File: src/rtl/core_seq_ctrl.sv
`default_nettype none
// ============================================================================
//  Module   : core_seq_ctrl
//  Purpose  : Multi-cycle control FSM for the piRISC core. Sequences the
//             datapath through FETCH, DECODE, EXEC, MEM and WB. It also
//             handshakes with a stalling instruction/data memory, drives every
//             datapath write enable and mux select, and counts retired
//             instructions. The halt word 32'hFFFFFFFF stops execution.
//  Ports    : clk, reset (sync, active-high)
//             go_contr         - start request, sampled only in IDLE
//             ir               - instruction register (valid from DECODE)
//             mem_ready        - memory access complete this cycle
//             branch_taken     - ALU compare result, valid in EXEC
//             pc_we/pc_sel     - PC write enable / source (0 +4, 1 target, 2 init)
//             pc_init          - RESET_PC constant
//             ir_we            - capture fetched word into IR
//             mem_req/mem_we   - memory request / store qualifier
//             rf_we/wb_sel     - RF write enable / source (0 ALU, 1 mem, 2 PC+4)
//             alu_src_imm      - ALU B operand from immediate
//             view_alu         - one-cycle pulse after EXEC
//             state, halted, err, instret - status
//  Options  : CORE_SEQ_ILLEGAL_TRAP_EN - unknown opcode halts with err set
//             instead of executing as a NOP.
//  Revision : 1.0 - initial release
// ============================================================================
module core_seq_ctrl #(
  parameter int unsigned MEM_TIMEOUT = 255,
  parameter logic [31:0] RESET_PC    = 32'h0000_0000
) (
  input  logic        clk,
  input  logic        reset,
  input  logic        go_contr,
  input  logic [31:0] ir,
  input  logic        mem_ready,
  input  logic        branch_taken,
  output logic        pc_we,
  output logic [1:0]  pc_sel,
  output logic [31:0] pc_init,
  output logic        ir_we,
  output logic        mem_req,
  output logic        mem_we,
  output logic        rf_we,
  output logic [1:0]  wb_sel,
  output logic        alu_src_imm,
  output logic        view_alu,
  output logic [2:0]  state,
  output logic        halted,
  output logic        err,
  output logic [31:0] instret
);

  typedef enum logic [2:0] {
    S_IDLE   = 3'd0,
    S_FETCH  = 3'd1,
    S_DECODE = 3'd2,
    S_EXEC   = 3'd3,
    S_MEM    = 3'd4,
    S_WB     = 3'd5,
    S_HALT   = 3'd6
  } state_t;

  localparam logic [6:0]  c_op_r     = 7'b0110011;
  localparam logic [6:0]  c_op_ialu  = 7'b0010011;
  localparam logic [6:0]  c_op_load  = 7'b0000011;
  localparam logic [6:0]  c_op_store = 7'b0100011;
  localparam logic [6:0]  c_op_lui   = 7'b0110111;
  localparam logic [6:0]  c_op_br    = 7'b1100011;
  localparam logic [6:0]  c_op_jal   = 7'b1101111;
  localparam logic [31:0] c_halt_w   = 32'hFFFF_FFFF;
  // The abort fires on the waiting cycle that brings the count to MEM_TIMEOUT.
  localparam logic [7:0]  c_tmo_last = 8'(MEM_TIMEOUT - 1);

  state_t      r_state;
  state_t      w_next;
  logic [7:0]  r_wait_cnt;
  logic        r_err;
  logic        r_view_alu;
  logic [31:0] r_instret;
  logic        w_retire;
  logic        w_set_err;
  logic        w_tmo;

  logic w_is_r, w_is_ialu, w_is_load, w_is_store, w_is_lui, w_is_br, w_is_jal;
  logic w_known;

  assign w_is_r     = (ir[6:0] == c_op_r);
  assign w_is_ialu  = (ir[6:0] == c_op_ialu);
  assign w_is_load  = (ir[6:0] == c_op_load);
  assign w_is_store = (ir[6:0] == c_op_store);
  assign w_is_lui   = (ir[6:0] == c_op_lui);
  assign w_is_br    = (ir[6:0] == c_op_br);
  assign w_is_jal   = (ir[6:0] == c_op_jal);
  assign w_known    = w_is_r | w_is_ialu | w_is_load | w_is_store |
                      w_is_lui | w_is_br | w_is_jal;
  assign w_tmo      = (r_wait_cnt == c_tmo_last);

  always_ff @(posedge clk) begin
    if (reset) begin
      r_state    <= S_IDLE;
      r_wait_cnt <= 8'd0;
      r_err      <= 1'b0;
      r_view_alu <= 1'b0;
      r_instret  <= 32'd0;
    end else begin
      r_state    <= w_next;
      // Counts only consecutive stalled cycles of one access; any completed
      // access or any other state clears it, so each FETCH/MEM starts at 0.
      if (((r_state == S_FETCH) || (r_state == S_MEM)) && !mem_ready) begin
        r_wait_cnt <= r_wait_cnt + 8'd1;
      end else begin
        r_wait_cnt <= 8'd0;
      end
      r_err      <= r_err | w_set_err;
      r_view_alu <= (r_state == S_EXEC);
      if (w_retire) begin
        r_instret <= r_instret + 32'd1;
      end
    end
  end

  always_comb begin
    w_next      = r_state;
    pc_we       = 1'b0;
    pc_sel      = 2'd0;
    ir_we       = 1'b0;
    mem_req     = 1'b0;
    mem_we      = 1'b0;
    rf_we       = 1'b0;
    wb_sel      = 2'd0;
    alu_src_imm = 1'b0;
    w_retire    = 1'b0;
    w_set_err   = 1'b0;

    case (r_state)
      S_IDLE: begin
        if (go_contr) w_next = S_FETCH;
      end
      S_FETCH: begin
        mem_req = 1'b1;
        if (mem_ready) begin
          ir_we  = 1'b1;
          w_next = S_DECODE;
        end else if (w_tmo) begin
          w_set_err = 1'b1;
          w_next    = S_HALT;
        end
      end
      S_DECODE: begin
        if (ir == c_halt_w) begin
          w_next = S_HALT;
        end else begin
`ifdef CORE_SEQ_ILLEGAL_TRAP_EN
          if (!w_known) begin
            w_set_err = 1'b1;
            w_next    = S_HALT;
          end else begin
            w_next = S_EXEC;
          end
`else
          w_next = S_EXEC;
`endif
        end
      end
      S_EXEC: begin
        alu_src_imm = w_is_ialu | w_is_load | w_is_store | w_is_lui;
        if (w_is_br) begin
          pc_we    = 1'b1;
          pc_sel   = branch_taken ? 2'd1 : 2'd0;
          w_retire = 1'b1;
          w_next   = S_FETCH;
        end else if (w_is_load || w_is_store) begin
          w_next = S_MEM;
        end else if (w_known) begin
          w_next = S_WB;
        end else begin
          // Unknown opcode executes as a NOP (unreachable with the trap on).
          pc_we    = 1'b1;
          w_retire = 1'b1;
          w_next   = S_FETCH;
        end
      end
      S_MEM: begin
        mem_req = 1'b1;
        mem_we  = w_is_store;
        if (mem_ready) begin
          if (w_is_store) begin
            pc_we    = 1'b1;
            w_retire = 1'b1;
            w_next   = S_FETCH;
          end else begin
            w_next = S_WB;
          end
        end else if (w_tmo) begin
          w_set_err = 1'b1;
          w_next    = S_HALT;
        end
      end
      S_WB: begin
        rf_we    = 1'b1;
        wb_sel   = w_is_load ? 2'd1 : (w_is_jal ? 2'd2 : 2'd0);
        pc_we    = 1'b1;
        pc_sel   = w_is_jal ? 2'd1 : 2'd0;
        w_retire = 1'b1;
        w_next   = S_FETCH;
      end
      S_HALT: begin
        w_next = S_HALT;
      end
      default: begin
        w_next = S_IDLE;
      end
    endcase

    // Reset overrides everything, even an access in flight, and reloads PC.
    if (reset) begin
      w_next      = S_IDLE;
      pc_we       = 1'b1;
      pc_sel      = 2'd2;
      ir_we       = 1'b0;
      mem_req     = 1'b0;
      mem_we      = 1'b0;
      rf_we       = 1'b0;
      wb_sel      = 2'd0;
      alu_src_imm = 1'b0;
      w_retire    = 1'b0;
      w_set_err   = 1'b0;
    end
  end

  assign pc_init  = RESET_PC;
  assign state    = r_state;
  assign halted   = (r_state == S_HALT) && !reset;
  assign err      = r_err;
  assign view_alu = r_view_alu;
  assign instret  = r_instret;

endmodule
`default_nettype wire

File: config.mk
export PLATFORM = sky130hd
export DESIGN_NAME = core_seq_ctrl
export DESIGN_NICKNAME = d
export VERILOG_FILES = /design/src/rtl/core_seq_ctrl.sv
export SDC_FILE = /design/constraint.sdc
export NUM_CORES = 1
export LEC_CHECK = 0
export ABC_AREA = 1
export ABC_CLOCK_PERIOD_IN_PS = 1800
export CAP_MARGIN = 40
export CELL_PAD_IN_SITES_DETAIL_PLACEMENT = 2
export CELL_PAD_IN_SITES_GLOBAL_PLACEMENT = 2
export CORE_MARGIN = 2
export CORE_UTILIZATION = 20
export CTS_CLUSTER_DIAMETER = 200
export CTS_CLUSTER_SIZE = 28
export DETAILED_ROUTE_END_ITERATION = 7
export PLACE_DENSITY_LB_ADDON = 0.1
export SLEW_MARGIN = 15
export SYNTH_ARGS = -nofsm -noshare
export SYNTH_HDL_FRONTEND = slang
export SYNTH_SLANG_ARGS = --single-unit
File: constraint.sdc
create_clock -name clk -period 1.8 [get_ports clk]
set_input_delay 0.54 -clock clk [delete_from_list [all_inputs] [get_ports clk]]
set_output_delay 0.54 -clock clk [all_outputs]
set_load 0.005 [all_outputs]
---- Word level (Yosys, flattened, before mapping) ----
Index checks and enable logic that the tools add are counted.
storage, ports and cells
  latch bits .............................. 0
  memory bits (writable) .................. 0
  input port bits ......................... 37
  bits in read-only memories .............. 0
  word-level logic and storage cells ...... 85
  output and inout bits ................... 80
  bits in registers ....................... 45
  memories ................................ 0
operators by class
  div/mod/pow operators ................... 0
  multipliers ............................. 0
  eq/ne operators ......................... 16
  $lt $le $gt $ge ......................... 0
  $add $sub $neg .......................... 2
  shifts and indexed selects .............. 0
  reduce and logical (&&, ||, !) cells .... 9
  mux-type cells .......................... 42
  bitwise logic cells ..................... 11
operator list
  operator                                        count
  adder 32 x 1 -> 32 bit (second input constant)  1
  == test 32 bit (second input constant)          1
  2-to-1 mux 3 bit                                9
  2-to-1 mux 1 bit                                25
  == test 7 x 6 -> 1 bit (second input constant)  3
  case mux 3 bit (7 select lines)                 1
  == test 7 bit (second input constant)           2
  2-to-1 mux 2 bit                                5
  OR 1 bit                                        10
  == test 3 bit (second input constant)           3
  adder 8 x 1 -> 8 bit (second input constant)    1
  == test 8 bit (second input constant)           1
  == test 7 x 2 -> 1 bit (second input constant)  1
  == test 7 x 5 -> 1 bit (second input constant)  1
  == test 3 x 2 -> 1 bit (second input constant)  2
  OR reduction 2 bit                              2
  == test 3 x 1 -> 1 bit (second input constant)  1
  logical NOT 3 bit                               1
  case mux 1 bit (3 select lines)                 1
  logical AND 1 bit                               2
  logical NOT 1 bit                               2
  logical OR 1 bit                                2
  != test 2 bit (second input constant)           1
  case mux 1 bit (2 select lines)                 1
  inverter 1 bit                                  1

---- Depth between registers and ports, before layout ----
Gate-level depths: netlist of the first run.
  depth in word-level cells ............... 12
  gate-level depth with buffers ........... 13
  mapped depth without buffers ............ 12

---- Worst setup path before layout of the first run ----
Ideal clock, no wire load.
  path type ............................... in2out
  from .................................... in ir[1]
  to ...................................... out pc_we
  path buffers ............................ 1
  slack ................................... -0.069 ns
  stages on the path ...................... 11
  arrival ................................. 1.329 ns
  required time ........................... 1.260 ns
  cell sequence ........................... nand2_1 -> inv_1 -> nand2_1 -> nor2_1 -> nand3_1 -> nand2_1 -> inv_2 -> nand2_2 -> buf_6 -> nor2_1 -> inv_1
on the way
  word-level cells in the longest chain between the ends .. 12
  elaborated cells on any way between the ends .. 21
  classes of those cells .................. eq/ne (7); mux (7); bitwise (6); reduce/logical (1)
ends and longest elaborated chain
  item                                                                     RTL line  RTL
  start: declaration                                                       33        input logic [31:0] ir,
  == test 7 x 6 -> 1 bit / == test 7 x 5 -> 1 bit (equally long branches)  86, 87
  OR 1 bit (4 in a row)                                                    93        assign w_known = w_is_r | w_is_ialu | w_is_load | w_is_store |
  OR 1 bit (2 in a row)                                                    94        w_is_lui | w_is_br | w_is_jal;
  2-to-1 mux 1 bit                                                         173       end else if (w_known) begin
  2-to-1 mux 1 bit                                                         171       end else if (w_is_load || w_is_store) begin
  2-to-1 mux 1 bit                                                         166       if (w_is_br) begin
  case mux 1 bit (3 select lines) (*)                                      134       case (r_state)
  2-to-1 mux 1 bit (*)                                                     215       if (reset) begin
  end: declaration                                                         36        output logic pc_we,
Every way passes the cells marked *; elsewhere a longest branch is shown, timed or not.

---- Final worst setup path of the first run ----
  from .................................... reg r_state[0], in the netlist state[0]
  to ...................................... out pc_we
on the way
  word-level cells in the longest chain between the ends .. 3
  elaborated cells on any way between the ends .. 5
  classes of those cells .................. eq/ne (3); mux (2)
ends and longest elaborated chain
  item                                                            RTL line  RTL
  start: declaration                                              73        state_t r_state;
  start signal: assignment                                        105       r_state <= w_next;
  == test 3 bit / == test 3 x 2 -> 1 bit (equally long branches)  134
  case mux 1 bit (3 select lines) (*)                             134
  2-to-1 mux 1 bit (*)                                            215
Marked as above.

==> impl_results.md, run 1 <==
* Synth top area share at between 20% and 30%
* Root Driver: clkbuf_16
* Post-synthesis adder-cell area fraction at under 10%
* Finish-stage setup viols at 33
* Maxcap violations at 0
* Final setup margin at -275 ps
* Mux cell area share after synthesis at 0%
* Kind of critical path: flop to output port
* Largest cells by area after synthesis: dfxtp_1, nand2_1, nor2_1
* Switch Pwr at 686 uW
* Vias in the first global route at 4217
* Initial DRC Count at 90
* Share of power burned in the clock network at between 40% and 50%
* Multi-input gate area at 2150 um2
* TritonCTS clock tree: yes
* DIE HEIGHT at around 130 um
* Clk Latency, worst-skew pair at around 300 ps
* Worst Setup SP: state[0]$_SDFFE_PP0P_
* Clock buffer count from CTS at 5
* Worst-path clk slew at 60 ps
* Via count at ~4000
* Pint at about 1900 uW
* Yosys warns at 0
* DP HPWL at slightly above 10000 um
* Library cells used by synthesis at 31
* Post-synth EDFFs at 0
* Wirelength, routed at around 14000 um
* Seq/Total Area, Yosys at 28.2%
* Final non-filler cell total at around 900
* CTS sink count at between 40 and 50
* Hold Violations, Final at 0
* Drt first pass iters at 4
* Highest clock rate at 482 MHz
* Core area at between 15000 and 20000 um2
* Share of cells above drive strength 1 at between 20% and 30%
* Netlist Area Pre-Place at roughly 3200 um2
* PwrDens at 499 nW/um2
* Port bufs at 84
* Max Slew Vio Count at 0
* Post-route ant nets at 0
* Data required time of the worst path at about 1300 ps
* Post-synthesis simple-gate area fraction at 44.1%
* Outcome: finished, violations left
* Top Ports at 117
* Synth Instances at around 540
* RSZ-0062 raised after global routing: yes
* Worst hold path class: flop to flop
* Rows at 46
* Syn_area_per_cell at ~6.0 um2
* # DRC at 0
* Max Clock Skew at between 7 and 8 ps
* Main combinational cell family by area after synthesis: simple AND/OR/NAND/NOR gates
* Placed cells at slightly below 900
* Initial antenna violation count at 0
* P_leak at between 0.002 and 0.0025 uW
* Post-synthesis xor/xnor area fraction at approximately 3.8%
* Failing checks: negative setup slack
* Avg WL per Cell at 15.7 um
* Antenna diode count at 0
* H-tree depth at 2
* Width of the die at between 100 and 150 um
* Total Routing Usage GR at ~17%
* Routed vias/inst at ~4.3
* Post-synth top area cell: dfxtp_1
* Initial Utilization at about a fifth
* Post-synth ARST share at 0%
* Min-Delay Startpoint: r_wait_cnt[0]$_SDFF_PP0_
* Main flop type after synthesis: dfxtp_1
* Clock buffer depth at 2
* Fin crit share at 115%
* Net count, final at ~740
* GPL Wtd Cong at between 0.7 and 0.8
* Total Power at 2620 uW
* Max Fanout on Critical Path at 4
* Layout area overhead at 64.7%
* Synth Area in Compound Gates at around 6.4%
* Net Sw Frac at between 20% and 30%
* CP Data Arrival Time at around 1500 ps
* CP endpoint kind: output port
* Die area at ~17000 um2
* Worst r2r src: state[0]$_SDFFE_PP0P_
* Register share of total power at approximately two fifths
* Count leader, synth: nand2_1
* Pin count of the biggest net entering global routing at 39
* Register area at around 960 um2
* Maximum VDD drop at approximately 0.46 mV
* Global route total overflow at 0
* WHS at about 480 ps
* Combinational Power Share at 18.7%
* First-pass GRT wire length at between 20000 and 25000 um
* Period minus WS final at approximately 2100 ps
* FILL cells at roughly 1900
* #FFs+latches synth at 45
* Worst Setup Start Kind: flop
* Most common library cells after synthesis: nand2_1, nor2_1, nand3_1, inv_1, dfxtp_1
flip-flops by register name, summed over array words and instances, names as in the netlist:
name and cells:
err 1, instret 32, r_wait_cnt 8, state 3
view_alu 1
cell families after synthesis:
| kind of cell | Yosys count |
|---|---|
| simple gates | 339 |
| buf+inv | 96 |
| flops | 45 |
| compound gates | 38 |
| xor+xnor | 14 |
| fa+ha+maj | 3 |
| other cells | 1 |
final cells by class:
cell class                 instances  share of cell area, %
clock buffer                       7                   2.71
clock inverter                     1                  0.571
inverter                          49                   3.78
multi-input combinational        426                   41.0
sequential                        45                   18.2
tap                              216                   5.14
timing repair buffer             171                   28.7
cell usage in the layout, fill, tap and decap left out, types with 15 or more instances in the layout:
cell             Yosys  routed
a21oi_1             28      26
buf_4               34      76
buf_6                3      16
clkdlybuf4s50_1      0      53
conb_1               1      32
dfxtp_1             45      15
dfxtp_2              0      23
inv_1               46      33
nand2_1            171     161
nand3_1             53      47
nor2_1              87      79
routing by layer:
layer  vias up  track usage [%]  wire length [um]
met5         -                0                 0
met3         7             3.12               450
met4         0             2.82                91
met2        57             32.6              7810
met1      1897             20.1              5990
li1       1951                -                 -
critical path, stage by stage, from the launching register on:
cell	delay, ps
dfxtp_4	370
nor2_4	110
inv_2	60
nor2_4	100
buf_6	130
nand3_4	80
nand2_4	90
inv_2	40
nand2_4	90
nor2_4	40
inv_2	50
buf_6	80
through the flow:
step	util, %	setup slack, ps	instance area (um2)	setup TNS [ps]
after floorplan	-	-20.1	3330	-20.1
after global placement	28.5	-1010	4480	-40470
after detailed placement	28.5	-1050	4480	-41890
after CTS	32.2	-266	5050	-7240
after global routing	33.5	-360	5260	-9790
final	33.5	-275	5260	-5190
what timing repair did:
action / in CTS / in global routing
hold buffers: 0 / 0
setup buffers: 32 / 10
resized for setup: 170 / 47
cloned: 0 / 0
endpoints found under the setup margin: 79 / 64
pin swaps: 22 / 14
power by group through the flow:
stage	sequential, uW	combinational, uW	clock (uW)
global route	1020	532	1200
detailed placement	1040	344	0
global placement	1040	337	0
finish	1020	490	1120
CTS	1020	431	1170
floorplan	1040	184	0
path summary, 6_finish.rpt:
| path | end | slack [ps] | depth (start not counted) |
|---|---|---|---|
| worst max-delay path | pc_we | -270 | 11 |
| worst min-delay path | r_wait_cnt[0]$_SDFF_PP0_ | 480 | 1 |
| worst max register to register | instret[11]$_SDFFE_PP0P_ | -160 | 13 |
| worst min register to register | r_wait_cnt[0]$_SDFF_PP0_ | 480 | 1 |
(Power assumes the default switching activity.)
==> inputs of run 2 (changes only) <==
--- a/config.mk
+++ b/config.mk
@@ -10,12 +10,12 @@
 export CAP_MARGIN = 40
 export CELL_PAD_IN_SITES_DETAIL_PLACEMENT = 2
 export CELL_PAD_IN_SITES_GLOBAL_PLACEMENT = 2
-export CORE_MARGIN = 2
 export CORE_UTILIZATION = 20
 export CTS_CLUSTER_DIAMETER = 200
 export CTS_CLUSTER_SIZE = 28
 export DETAILED_ROUTE_END_ITERATION = 7
 export PLACE_DENSITY_LB_ADDON = 0.1
+export SETUP_SLACK_MARGIN = 0.3
 export SLEW_MARGIN = 15
 export SYNTH_ARGS = -nofsm -noshare
 export SYNTH_HDL_FRONTEND = slang
==> impl_results.md, run 2 (synthesis results as in run 1) <==
* Outcome: finished, violations left
* GPL Wtd Cong at 0.780 (+3.9%)
* Register share of total power at 36.9% (-1.8 points)
* Die area at 16500 um2 (-3.0%)
* Worst Setup SP: ir[5]
* Layout area overhead at 104%
* Initial antenna violation count at 0 (unchanged)
* Pint at 1860 uW (-4.1%)
* Pin count of the biggest net entering global routing at 32 (-18%)
* Post-Route Utilization at 42.4% (+8.9 points)
* Routed vias/inst at 4.54 (+6.2%)
* Drt first pass iters at 5 (+1)
* Core area at 15400 um2 (-2.2%)
* Maxcap violations at 0 (unchanged)
* Net Sw Frac at 30.6% (+4.4 points)
* Cell depth of the worst flop-to-flop path at 15 (+2)
* CTS sink count at 45 (unchanged)
* Finish-stage setup viols at 51 (+55%)
* Failing checks: negative setup slack
* Max Slew Vio Count at 0 (unchanged)
* Share of cells above drive strength 1 at 45.8% (+17 points)
* Hold_buf cts at 0 (unchanged)
* DP HPWL at 10200 um (-1.7%)
* Share of power burned in the clock network at 36.5% (-6.1 points)
* Width of the die at 128 um (-1.5%)
* Most frequent cells in the layout: nand2_1, buf_4, nor2_1
* Max Fanout on Critical Path at 4 (unchanged)
* Initial DRC Count at 149 (+66%)
* Top Ports at 117 (unchanged)
* P_leak at 0.00280 uW (+28%)
* Root Driver: clkbuf_16
* End of the worst hold path: r_wait_cnt[0]$_SDFF_PP0_
* Total Routing Usage GR at 19.9% (+2.8 points)
* Vias in the first global route at 4705 (+12%)
* Number of flip-flops in the largest register at 32 (unchanged)
* Worst-path clk slew at 70 ps (about the same)
* Initial Utilization at 20.8% (+0.45 points)
* Rows at 45 (-2.2%)
* Hold Violations, Final at 0 (unchanged)
* First-pass GRT wire length at 25000 um (+11%)
* Final setup margin at -437 ps (-162 ps)
* CP Data Arrival Time at 2460 ps (+930 ps)
* Combinational Power Share at 26.5% (+7.8 points)
* Register area at 1010 um2 (+5.8%)
* TritonCTS clock tree: yes
* R2R setup slack at -360 ps (-200 ps)
* Multi-input gate area at 2590 um2 (+20%)
* R2r endpoint: instret[12]$_SDFFE_PP0P_
* Highest clock rate at 447 MHz (-7.2%)
* Antenna diode count at 0 (unchanged)
* PwrDens at 411 nW/um2 (-18%)
* Fin crit share at 124% (+9.0 points)
* Clock buffer depth at 2 (unchanged)
* Switch Pwr at 819 uW (+19%)
* Avg WL per Cell at 19.7 um (+26%)
* Clk Latency, worst-skew pair at 300 ps (about the same)
* Global route total overflow at 0 (unchanged)
* Data required time of the worst path at 2020 ps (+760 ps)
* # DRC at 0 (unchanged)
* Worst Setup Start Kind: input port
* Post-route ant nets at 0 (unchanged)
* Port bufs at 84 (unchanged)
* Tightest Pin Transition at 545 ps
* H-tree depth at 2 (unchanged)
* Period minus WS final at 2240 ps (+162 ps)
* Setup WS pre-CTS at -1050 ps (+2.90 ps)
* DIE HEIGHT at 128 um (-1.5%)
* RSZ-0062 raised after global routing: yes
* Worst hold path class: flop to flop
* Commonest non-fill, non-tap cell in the layout: nand2_1
* Min-Delay Startpoint: r_wait_cnt[0]$_SDFF_PP0_
* Hold path depth at 1 (unchanged)
* FILL cells at 1746 (-8.4%)
* Max Clock Skew at 9.00 ps (+1.67 ps)
* Max transition margin at 63.7%
* Via count at 4409 (+13%)
* Net count, final at 799 (+8.3%)
* Clock buffer count from CTS at 5 (unchanged)
* Maximum VDD drop at 0.388 mV (-15%)
* Kind of critical path: input port to flop
* Wirelength, routed at 19100 um (+33%)
* Worst r2r src: state[2]$_SDFFE_PP0P_
* CP endpoint kind: flop
-- run 2: changes by cell type in the layout (fill, tap and decap cells not counted), sizes merged --
| cell | delta |
|---|---|
| dlygate4sd2 | +23 |
| clkbuf | +5 |
| dlymetal6s2s | -4 |
| clkdlybuf4s50 | -26 |
| bufinv | -1 |
| buf | +62 |
| clkinv | +2 |
-- run 2: through the flow --
| step | total power, uW | TNS [ps] | cell area (um2) | hold WS (ps) | cells |
|---|---|---|---|---|---|
| 2_1_floorplan | 1230 | -7.42 | 3390 | 430 | 567 |
| 4_1_cts | 2520 | -2890 | 5610 | 472 | 944 |
| 3_3_place_gp | 1400 | -38240 | 4510 | 443 | 863 |
| 6_report | 2680 | -11870 | 6520 | 495 | 971 |
| 5_1_grt | 2780 | -15940 | 6520 | 520 | 971 |
| 3_5_place_dp | 1410 | -40060 | 4510 | 455 | 863 |
-- run 2: metal layers --
metal	up-vias	track usage (%)	wire (um)
li1	2078	-	-
met1	2197	22.5	7330
met2	100	39.2	10700
met3	34	2.58	501
met4	0	4.15	589
met5	-	0	0
-- run 2: power groups by stage --
stage | combinational, uW | clock [uW] | sequential (uW)
CTS | 531 | 999 | 988
global route | 745 | 1040 | 991
finish | 710 | 978 | 989
global placement | 359 | 0 | 1040
floorplan | 189 | 0 | 1040
detailed placement | 368 | 0 | 1040
-- run 2: cell type report --
cell class	count	area share (%)
clock buffer	6	1.98
clock inverter	2	0.154
timing repair buffer	232	35.5
multi-input combinational	426	39.7
inverter	49	3.13
sequential	45	15.5
tap	211	4.05
-- run 2: worst max path at each step --
stage,endpoint,slack [ps],cells after the start
6_report,state[2]$_SDFFE_PP0P_,-440,19
5_1_grt,alu_src_imm,-480,10
4_1_cts,pc_we,-270,9
3_5_place_dp,pc_we,-1050,9
3_3_place_gp,mem_we,-1020,5
2_1_floorplan,pc_we,-7,10
-- run 2: repair_timing --
action / CTS / global route
resized for setup: 279 / 164
pin swaps: 25 / 60
endpoints found under the hold margin: 0 / 0
setup endpoints to repair: 91 / 61
buffers inserted: 68 / 22
gates cloned: 5 / 5
-- run 2: worst max-delay path: stages --
cell and delay [ps]:
buf_6 100, nand2_4 50, inv_2 60, nand4_1 160
buf_4 180, buf_6 110, buf_6 110, buf_6 100
buf_6 110, buf_6 110, buf_6 110, buf_6 110
buf_6 110, buf_6 110, nand3_2 60, nand2_2 60
nand4_1 90, nor2_1 50, nor2_1 140
